**config.mk**
```make
export PLATFORM = sky130hd
export DESIGN_NAME = puf_challenge_ctrl_flat
export DESIGN_NICKNAME = d
export VERILOG_FILES = /design/src/rtl/puf_pkg.sv /design/src/rtl/puf_challenge_ctrl_if.sv /design/src/rtl/puf_edge_counter.sv /design/src/rtl/puf_challenge_ctrl.sv /design/src/flat_wrapper.sv
export SDC_FILE = /design/constraint.sdc
export NUM_CORES = 1
export LEC_CHECK = 0
export BUFFER_PORTS_ARGS = -buffer_cell sky130_fd_sc_hd__buf_2
export CELL_PAD_IN_SITES_DETAIL_PLACEMENT = 1
export CELL_PAD_IN_SITES_GLOBAL_PLACEMENT = 1
export CORE_MARGIN = 5
export CORE_UTILIZATION = 40
export DETAILED_ROUTE_END_ITERATION = 8
export PLACE_DENSITY_LB_ADDON = 0.1
export REMOVE_ABC_BUFFERS = 1
export SLEW_MARGIN = 5
export SYNTH_ARGS = -nofsm -noshare
export SYNTH_HDL_FRONTEND = slang
export SYNTH_HIERARCHICAL = 1
export SYNTH_SLANG_ARGS = --single-unit
```
**constraint.sdc**
```tcl
create_clock -name clk -period 5.65 [get_ports clk]
set_clock_uncertainty 0.15 [all_clocks]
set_input_delay 1.13 -clock clk [delete_from_list [all_inputs] [get_ports clk]]
set_output_delay 1.13 -clock clk [all_outputs]
set_load 0.005 [all_outputs]
```
**src/rtl/puf_pkg.sv**
```systemverilog
// puf_pkg: shared state encoding and constants for the ring-oscillator PUF controller
package puf_pkg;
  typedef enum logic [2:0] {IDLE, SETTLE, COUNT, COMPARE, DONE} puf_state_t;
  localparam int SETTLE_CYC = 4;
  localparam int CHAL_W = 5;
endpackage

```
**src/rtl/puf_challenge_ctrl_if.sv**
```systemverilog
// puf_challenge_ctrl_if: run control and response handshake between consumer and PUF controller
interface puf_challenge_ctrl_if #(parameter int NRESP = 8);
  import puf_pkg::*;
  logic start;
  logic [CHAL_W-1:0] seed;
  logic busy;
  logic [NRESP-1:0] resp;
  logic resp_valid;
  logic resp_ready;
  modport master(output start, seed, resp_ready, input busy, resp, resp_valid);
  modport slave(input start, seed, resp_ready, output busy, resp, resp_valid);
endinterface

```
**src/rtl/puf_edge_counter.sv**
```systemverilog
// puf_edge_counter: 2-FF synchronizer, rising-edge detect and saturating edge counter
module puf_edge_counter #(parameter int CNT_W = 8) (
  input  logic clk,
  input  logic rst_n,
  input  logic clr,
  input  logic en,
  input  logic ro,
  output logic [CNT_W-1:0] cnt
);
  logic s1, s2, d;
  // clr flushes the pipeline too, so a stale level cannot fake an edge in the next window
  always_ff @(posedge clk)
    if (rst_n || clr) begin
      s1  <= 1'b0;
      s2  <= 1'b0;
      d   <= 1'b0;
      cnt <= '0;
    end else begin
      s1 <= ro;
      s2 <= s1;
      d  <= s2;
      if (en && s2 && !d && !(&cnt)) cnt <= cnt + 1'b1;
    end
endmodule

```
**src/rtl/puf_challenge_ctrl.sv**
```systemverilog
// puf_challenge_ctrl: sequences challenges, counts both oscillator banks and assembles the response word
module puf_challenge_ctrl
  import puf_pkg::*;
#(
  parameter int WINDOW = 255,
  parameter int CNT_W  = 8,
  parameter int NRESP  = 8
) (
  input  logic              clk,
  input  logic              rst_n,
  input  logic              ro_a,
  input  logic              ro_b,
  output logic [CHAL_W-1:0] chal,
  output logic              ro_en,
  puf_challenge_ctrl_if.slave bus
);
  localparam int PH_W = $clog2(WINDOW);
  localparam int IX_W = NRESP > 1 ? $clog2(NRESP) : 1;
  puf_state_t state, nxt;
  logic [PH_W-1:0] ph;
  logic [IX_W-1:0] idx;
  logic [CNT_W-1:0] cnt_a, cnt_b;
  puf_edge_counter #(.CNT_W(CNT_W)) u_cnt_a (
    .clk(clk), .rst_n(rst_n), .clr(state == SETTLE), .en(state == COUNT), .ro(ro_a), .cnt(cnt_a)
  );
  puf_edge_counter #(.CNT_W(CNT_W)) u_cnt_b (
    .clk(clk), .rst_n(rst_n), .clr(state == SETTLE), .en(state == COUNT), .ro(ro_b), .cnt(cnt_b)
  );
  always_comb begin
    nxt = state;
    case (state)
      IDLE:    nxt = bus.start ? SETTLE : IDLE;
      SETTLE:  nxt = ph == PH_W'(SETTLE_CYC - 1) ? COUNT : SETTLE;
      COUNT:   nxt = ph == PH_W'(WINDOW - 1) ? COMPARE : COUNT;
      COMPARE: nxt = idx == IX_W'(NRESP - 1) ? DONE : SETTLE;
      DONE:    nxt = bus.resp_ready ? IDLE : DONE;
      default: nxt = IDLE;
    endcase
  end
  // flag outputs are taken from the next state so they are registered yet aligned with it
  always_ff @(posedge clk)
    if (rst_n) begin
      state          <= IDLE;
      ph             <= '0;
      idx            <= '0;
      chal           <= '0;
      ro_en          <= 1'b0;
      bus.busy       <= 1'b0;
      bus.resp       <= '0;
      bus.resp_valid <= 1'b0;
    end else begin
      state          <= nxt;
      ph             <= nxt != state ? '0 : ph + 1'b1;
      ro_en          <= nxt inside {SETTLE, COUNT};
      bus.busy       <= nxt != IDLE;
      bus.resp_valid <= nxt == DONE;
      if (state == IDLE && bus.start) begin
        chal     <= bus.seed;
        idx      <= '0;
        bus.resp <= '0;
      end
      if (state == COMPARE) begin
        bus.resp[idx] <= cnt_a > cnt_b;
        if (nxt == SETTLE) begin
          idx  <= idx + 1'b1;
          chal <= chal + 1'b1;
        end
      end
    end
endmodule

```
**src/flat_wrapper.sv**
```systemverilog
// flat-port wrapper written by rule: the top's interface ports become plain ports
module puf_challenge_ctrl_flat import puf_pkg::*;
#(
  parameter int WINDOW = 255,
  parameter int CNT_W  = 8,
  parameter int NRESP  = 8
)
  (clk, rst_n, ro_a, ro_b, chal, ro_en, bus_start, bus_seed, bus_resp_ready, bus_busy, bus_resp, bus_resp_valid);
  puf_challenge_ctrl_if #(.NRESP(NRESP)) bus_i ();
  input  logic clk;
  input  logic rst_n;
  input  logic ro_a;
  input  logic ro_b;
  output logic [CHAL_W-1:0] chal;
  output logic ro_en;
  input wire logic [$bits(bus_i.start)-1:0] bus_start;
  input wire logic [$bits(bus_i.seed)-1:0] bus_seed;
  input wire logic [$bits(bus_i.resp_ready)-1:0] bus_resp_ready;
  output wire logic [$bits(bus_i.busy)-1:0] bus_busy;
  output wire logic [$bits(bus_i.resp)-1:0] bus_resp;
  output wire logic [$bits(bus_i.resp_valid)-1:0] bus_resp_valid;
  assign bus_i.start = bus_start;
  assign bus_i.seed = bus_seed;
  assign bus_i.resp_ready = bus_resp_ready;
  assign bus_busy = bus_i.busy;
  assign bus_resp = bus_i.resp;
  assign bus_resp_valid = bus_i.resp_valid;
  puf_challenge_ctrl #(.WINDOW(WINDOW), .CNT_W(CNT_W), .NRESP(NRESP)) u_core (.clk(clk), .rst_n(rst_n), .ro_a(ro_a), .ro_b(ro_b), .chal(chal), .ro_en(ro_en), .bus(bus_i));
endmodule
```
# [Word-level counts from Yosys, hierarchy flattened]
# Index checks and enable logic that the tools add are counted.
[op_classes] order_cmp=3 eq_ne=11 muxes=18 add_sub_neg=5 reduce_logical=19
[op_table] op="adder 8 x 1 -> 8 bit, second input constant" count=3
[op_table] op="2-to-1 mux 8 bit" count=3
[op_table] op="AND reduction 8 bit" count=2
[op_table] op="2-to-1 mux 3 bit" count=5
[op_table] op="2-to-1 mux 5 bit" count=3
[op_table] op="case mux 3 bit (5 select lines)" count=1
[op_table] op="== test 3 x 2 -> 1 bit, second input constant" count=3
[op_table] op="== test 3 bit, second input constant" count=3
[op_table] op="bitwise mux 8 bit" count=1
[op_table] op="== test 8 x 2 -> 1 bit, second input constant" count=1
[op_table] op="== test 8 bit, second input constant" count=1
[op_table] op="> comparator 8 bit" count=1
[op_table] op="logical AND 1 bit" count=8
[op_table] op="== test 3 x 1 -> 1 bit, second input constant" count=2
[op_table] op="adder 5 x 1 -> 5 bit, second input constant" count=1
[op_table] op="logical NOT 1 bit" count=4
[op_table] op="less-than comparator 3 x 4 -> 1 bit, second input constant" count=1
[op_table] op="adder 3 x 1 -> 3 bit, second input constant" count=1
[op_table] op="demux 1 bit (select 3 bit)" count=1
[op_table] op=">= comparator 3 x 1 -> 1 bit, second input constant" count=1
[op_table] op="logical NOT 3 bit" count=1
[op_table] op="2-to-1 mux 1 bit" count=3
[op_table] op="!= test 3 bit" count=1
[op_table] op="nonzero test 3 bit" count=1
[op_table] op="4 further kinds" count=4
[totals] word_cells=72 ff_bits=52 input_bits=11 out_inout_bits=16

# [Logic depth before layout (Yosys ltp)]
[logic_depth] depth_word=6 mapped_depth=7 depth_no_buf=6

# [Hierarchy]
# The synthesis kept the hierarchy.
[by_module_without_submodules] mod="puf_challenge_ctrl" instances=1 cells_per_inst=188 seq_area_each_um2=600.6 area_each_um2=1625.3
[by_module_without_submodules] mod="puf_edge_counter" instances=2 cells_per_inst=53 seq_area_each_um2=220.2 area_each_um2=490.5

# [Least setup slack after synthesis]
# Ideal clock, no wire load.
[synth_timing] path_type="in2reg" from="input bus_start" to="register u_core.bus.resp[7]" slack_ps=3409 setup_ps=132 n_path_buf=1 cell_stages=4 required_time_ps=5368 arrival_ps=1958 cell_sequence="or4b_1 -> clkbuf_1 -> nand4_1 -> o41ai_2"
[synth_between] elab_chain_len=5
[synth_lines] element="from (decl)" line="flat_wrapper.sv:16" rtl="input wire logic [$bits(bus_i.start)-1:0] bus_start;"
[synth_lines] element="logical AND 1 bit *" line="puf_challenge_ctrl.sv:57" rtl="if (state == IDLE && bus.start) begin"
[synth_lines] element="2-to-1 mux 8 bit *" line="puf_challenge_ctrl.sv:57"
[synth_lines] element="2-to-1 mux 8 bit *" line="puf_challenge_ctrl.sv:42" rtl="if (rst_n) begin"
[synth_lines] element="bitwise mux 8 bit" line="puf_challenge_ctrl.sv:63" rtl="bus.resp[idx] <= cnt_a > cnt_b;"
[synth_lines] element="2-to-1 mux 8 bit *" line="puf_challenge_ctrl.sv:62" rtl="if (state == COMPARE) begin"
[synth_lines] element="to (signal, indexed assignment)" line="puf_challenge_ctrl.sv:63"
[synth_lines] element="to (decl)" line="puf_challenge_ctrl_if.sv:11" rtl="modport slave(input start, seed, resp_ready, output busy, resp, resp_valid);"
# Mark *: on every way between the ends. The rest lies on a longest branch, timed or not. The select of a mux whose other input is x is not followed.
# A chain may end at the register's enable or synchronous reset.

# [Worst setup path in the final report]
[layout_timing] from="input rst_n" to="register u_core.ph[5]"
[layout_between] elab_chain_len=1
[layout_lines] element="from (decl)" line="flat_wrapper.sv:11" rtl="input logic rst_n;"
[layout_lines] element="OR reduction 2 bit (no line)"
[layout_lines] element="to (signal assigned)" line="puf_challenge_ctrl.sv:53" rtl="ph <= nxt != state ? '0 : ph + 1'b1;"
[layout_lines] element="to (decl)" line="puf_challenge_ctrl.sv:20" rtl="logic [PH_W-1:0] ph;"
# No other way between the ends.

==> Flow_metrics.wiki <==
{| class="wikitable"
! Metric !! Value
|-
| Slowest Stage Delay on Critical Path || between 0.4 and 0.5 ns
|-
| Required time of the critical path || 5.68 ns
|-
| Average routed wire per standard cell || 15.60 µm
|-
| Hold_ws || 0.2852 ns
|-
| Worst-case reg-to-reg path depth || 6
|-
| Effective utilization at floorplan || 0.4104
|-
| Data arrival at the endpoint of the critical path || 2.41 ns
|-
| Register cell area after layout || 0.001041 mm²
|-
| Start point of the worst min-delay path || u_core/u_cnt_a/s1
|-
| Clock transition at path regs || 0.09 ns
|-
| Combined area of the multi-input logic cells || 0.001464 mm²
|-
| Family with the most delay on the worst path || buffers and inverters
|-
| Setup crit end kind || flip-flop
|-
| Pin count of the biggest net entering global routing || 27
|-
| CTS H-tree depth || 2
|-
| Setup Viol. Count Final || 0
|-
| Worst flop-to-flop path startpoint || u_core/u_cnt_b/cnt[2]
|-
| Number of hold violations in the final report || 0
|-
| Number of synthesized flops with an enable pin || 0
|-
| Portion of the post-synthesis area used by sequential elements || 0.3994
|-
| Simple-Gate Fraction of Synth Area || 0.2842
|-
| Library cell contributing the largest single delay on the critical path || clkinv_1
|-
| Area post-placement || 0.002791 mm²
|-
| Iter 0 DRT Violations || 75
|-
| Buf+Inv Stages, Crit Path || 2
|-
| Antenna violations before repair || 0
|-
| Reported leakage power || approximately 1.1 nW
|-
| P per Cell Area || 223.6 mW/mm²
|-
| Wire length of the first global-routing pass || 10700 µm
|-
| Detailed-route vias per instance || 5.647
|-
| Critical Path Start Type || primary input
|-
| Slew at the pin closest to its max-slew limit || 0.7300 ns
|-
| Hold path cells || 1
|-
| Synth unique cells || 53
|-
| Sum of negative setup slack || 0 ns
|-
| Final core utilization || 0.4548
|-
| Largest buffer count on any clock path || 2
|-
| Die boundary height || 90.72 µm
|-
| Share of post-route cells with drive strength above 1 || 0.1609
|-
| Number of clock sinks || 52
|-
| Share of cell area taken by muxes after synthesis || 0
|-
| Maximum capacitance violations || 0
|-
| Antenna cell count || 0
|-
| Part of the cycle the worst path needs || 0.4210
|-
| Unrepaired setup endpoints after global routing || false
|-
| Share of the synthesized netlist area taken by xor and xnor gates || 0.03361
|-
| Endpoint of the lowest-slack register-to-register path || u_core/bus.resp[5]
|-
| Sum of overflow across all layers after global routing || 0
|-
| Floorplan core area || 0.006350 mm²
|-
| Highest clock frequency the design can meet || 0.4204 GHz
|-
| Final Slew Violations || 0
|-
| Via count || 2225
|-
| Num CTS Buffers || 5
|-
| Compound-cell area share of the yosys netlist || 0.1719
|-
| Worst-Skew Late Latency || 0.30 ns
|-
| Share of async-settable or async-resettable flops after synthesis || 0
|-
| DIE WIDTH || 90.72 µm
|-
| Prevailing post-synth register cell || dfxtp_1
|-
| Setup slack on the worst flop-to-flop path || 3.43 ns
|-
| Count of cells resized by post-cts repair || 0
|-
| Area Overhead vs Synth || 10.80%
|-
| Number of standard cells after synthesis || between 200 and 300
|-
| Vias in the first global route || 2271
|-
| DRC violations left || 0
|-
| TritonCTS clock tree || yes
|-
| Number of nets at the end of the flow || 343
|-
| Cell Chain, Critical Path || buf_2 > clkinv_1 > o2111ai_2 > nor2_1
|-
| Number of buffers inserted by post-CTS setup repair || 0
|-
| Total wirelength of the detailed-routed design || 6146 µm
|-
| Outcome || finished, final reports clean
|-
| HPWL reported at the end of detailed placement || 4450 µm
|-
| Clock root cell || clkbuf_8
|-
| Summed instance area of the synthesized netlist || 0.002606 mm²
|-
| Total chip power || about 0.65 mW
|-
| Placer Congestion || between 0.7 and 0.8
|-
| Time the final worst path needs with I/O delays and setup || 2.379 ns
|-
| Global Route Usage Sum || 0.1526
|-
| Total number of placement rows || 29
|-
| Adder-cell area share of the yosys netlist || 0.07201
|-
| Number of fill cells || around 790
|-
| IO Count || 27
|-
| Count of TritonRoute iterations in the first routing pass || 4
|-
| Total of flip-flops plus latches after synthesis || 52
|-
| Class of the tightest hold or removal check || reg -> reg
|-
| Full die area || 0.008230 mm²
|-
| Port-buffer cells || 26
|-
| Synth Area per Inst || 8.865 µm²
|-
| Critical path start-end classification || in -> reg
|-
| Remaining number of nets flagged by the antenna check after routing || 0
|-
| Hold worst-path end || u_core/u_cnt_a/s2
|-
| Dominant combinational cell family by area after synthesis || simple AND/OR/NAND/NOR gates
|-
| Critical Path Fanout Max || 26
|-
| Synth warnings || 6
|-
| Summed area of non-filler cells in the final layout || 0.002888 mm²
|-
| Quantity of hold-fixing buffers added after cts || 0
|-
| Largest voltage drop on the vdd net || 0.1452 mV
|-
| Relative max-transition margin || 0.5123
|}
## cells in the final DEF (no fill, tap or decap), types with 2 or more instances in the layout
| master | n |
|---|---|
| and3b_2 | 2 |
| o21ai_0 | 10 |
| a311oi_1 | 4 |
| nor2_1 | 27 |
| buf_2 | 26 |
| or3_1 | 2 |
| o41ai_1 | 7 |
| and3_1 | 6 |
| nand2_1 | 23 |
| clkbuf_8 | 7 |
| or2_2 | 2 |
| xor2_1 | 9 |
| and3_2 | 2 |
| o211ai_1 | 2 |
| nand4_1 | 12 |
| inv_1 | 15 |
| nand4_4 | 2 |
| a41oi_1 | 2 |
| a211oi_1 | 9 |
| and4bb_2 | 2 |
| dfxtp_1 | 52 |
| ha_1 | 15 |
| and4_2 | 2 |
| a31oi_1 | 3 |
| nor3_1 | 6 |
| nand3_1 | 14 |
| and2_0 | 2 |
| nor2b_1 | 2 |
| a21oi_1 | 20 |
| and2_1 | 7 |
| or4b_1 | 2 |
## cell families (layout without fill, tap and decap cells)
group,count (synthesis),after routing
AO/OA/AOI/OAI,65,65
adder cells (fa/ha/maj),15,15
flip-flops,52,52
buffers and inverters,26,49
AND/OR/NAND/NOR,126,126
XOR/XNOR,10,10
## per-stage QoR
stage	worst slack, ns	cells
final	3.271	394
after global routing	3.188	394
after CTS	3.288	394
after detailed placement	2.954	387
after global placement	3.013	387
after floorplan	3.436	284
## final cells by class
cell class	count	share of cell area
well taps	77	0.03336
multi-input cells	216	0.5069
clock buffers	7	0.03336
flip-flops and latches	52	0.3605
inverters	16	0.02080
repair buffers	26	0.04506
## Yosys cell counts (6+ instances only)
library cell | instances | share of area
and2_1 | 7 | 0.017
nand3_1 | 14 | 0.027
nor3_1 | 6 | 0.012
nand4_1 | 12 | 0.029
a211oi_1 | 9 | 0.026
xor2_1 | 9 | 0.030
nor2_1 | 27 | 0.039
dfxtp_1 | 52 | 0.40
nand2_1 | 23 | 0.033
and3_1 | 6 | 0.014
ha_1 | 15 | 0.072
o21ai_0 | 10 | 0.019
o41ai_1 | 7 | 0.024
a21oi_1 | 20 | 0.038
inv_1 | 15 | 0.022
## flip-flops by register name (all words and copies together), names as in the netlist
| name | count |
|---|---|
| u_core/ph | 8 |
| u_core/state | 3 |
| u_core/u_cnt_b/cnt | 8 |
| u_core/u_cnt_b/s2 | 1 |
| u_core/u_cnt_b/s1 | 1 |
| u_core/u_cnt_a/cnt | 8 |
| u_core/bus.resp_valid | 1 |
| u_core/bus.resp | 8 |
| u_core/u_cnt_a/d | 1 |
| u_core/bus.busy | 1 |
| u_core/idx | 3 |
| u_core/chal | 5 |
| u_core/u_cnt_a/s2 | 1 |
| u_core/ro_en | 1 |
| u_core/u_cnt_b/d | 1 |
| u_core/u_cnt_a/s1 | 1 |
## power by group
group	switching, mW	internal, mW
registers	0.00712	0.373
logic	0.0238	0.0146
clock network	0.118	0.109
total	0.148	0.497
## worst max path at each step
stage,from,endpoint,slack (ns),cells past startpoint
after CTS,rst_n,u_core/ph[5],3.29,4
final,rst_n,u_core/ph[5],3.27,4
after detailed placement,rst_n,u_core/ph[5],2.95,4
after global routing,rst_n,u_core/ph[5],3.19,4
after floorplan,bus_start,u_core/bus.resp[7],3.44,3
after global placement,rst_n,u_core/ph[6],3.01,4
## metal layers
metal | track usage | part of all wire | vias to the layer above
met3 | 0.03250 | 0.030 | 5
met2 | 0.2651 | 0.49 | 28
met5 | 0 | 0 | -
met1 | 0.1907 | 0.47 | 1062
met4 | 0.03722 | 0.0093 | 0
li1 | - | - | 1130
Power figures use the tool's default switching activity.
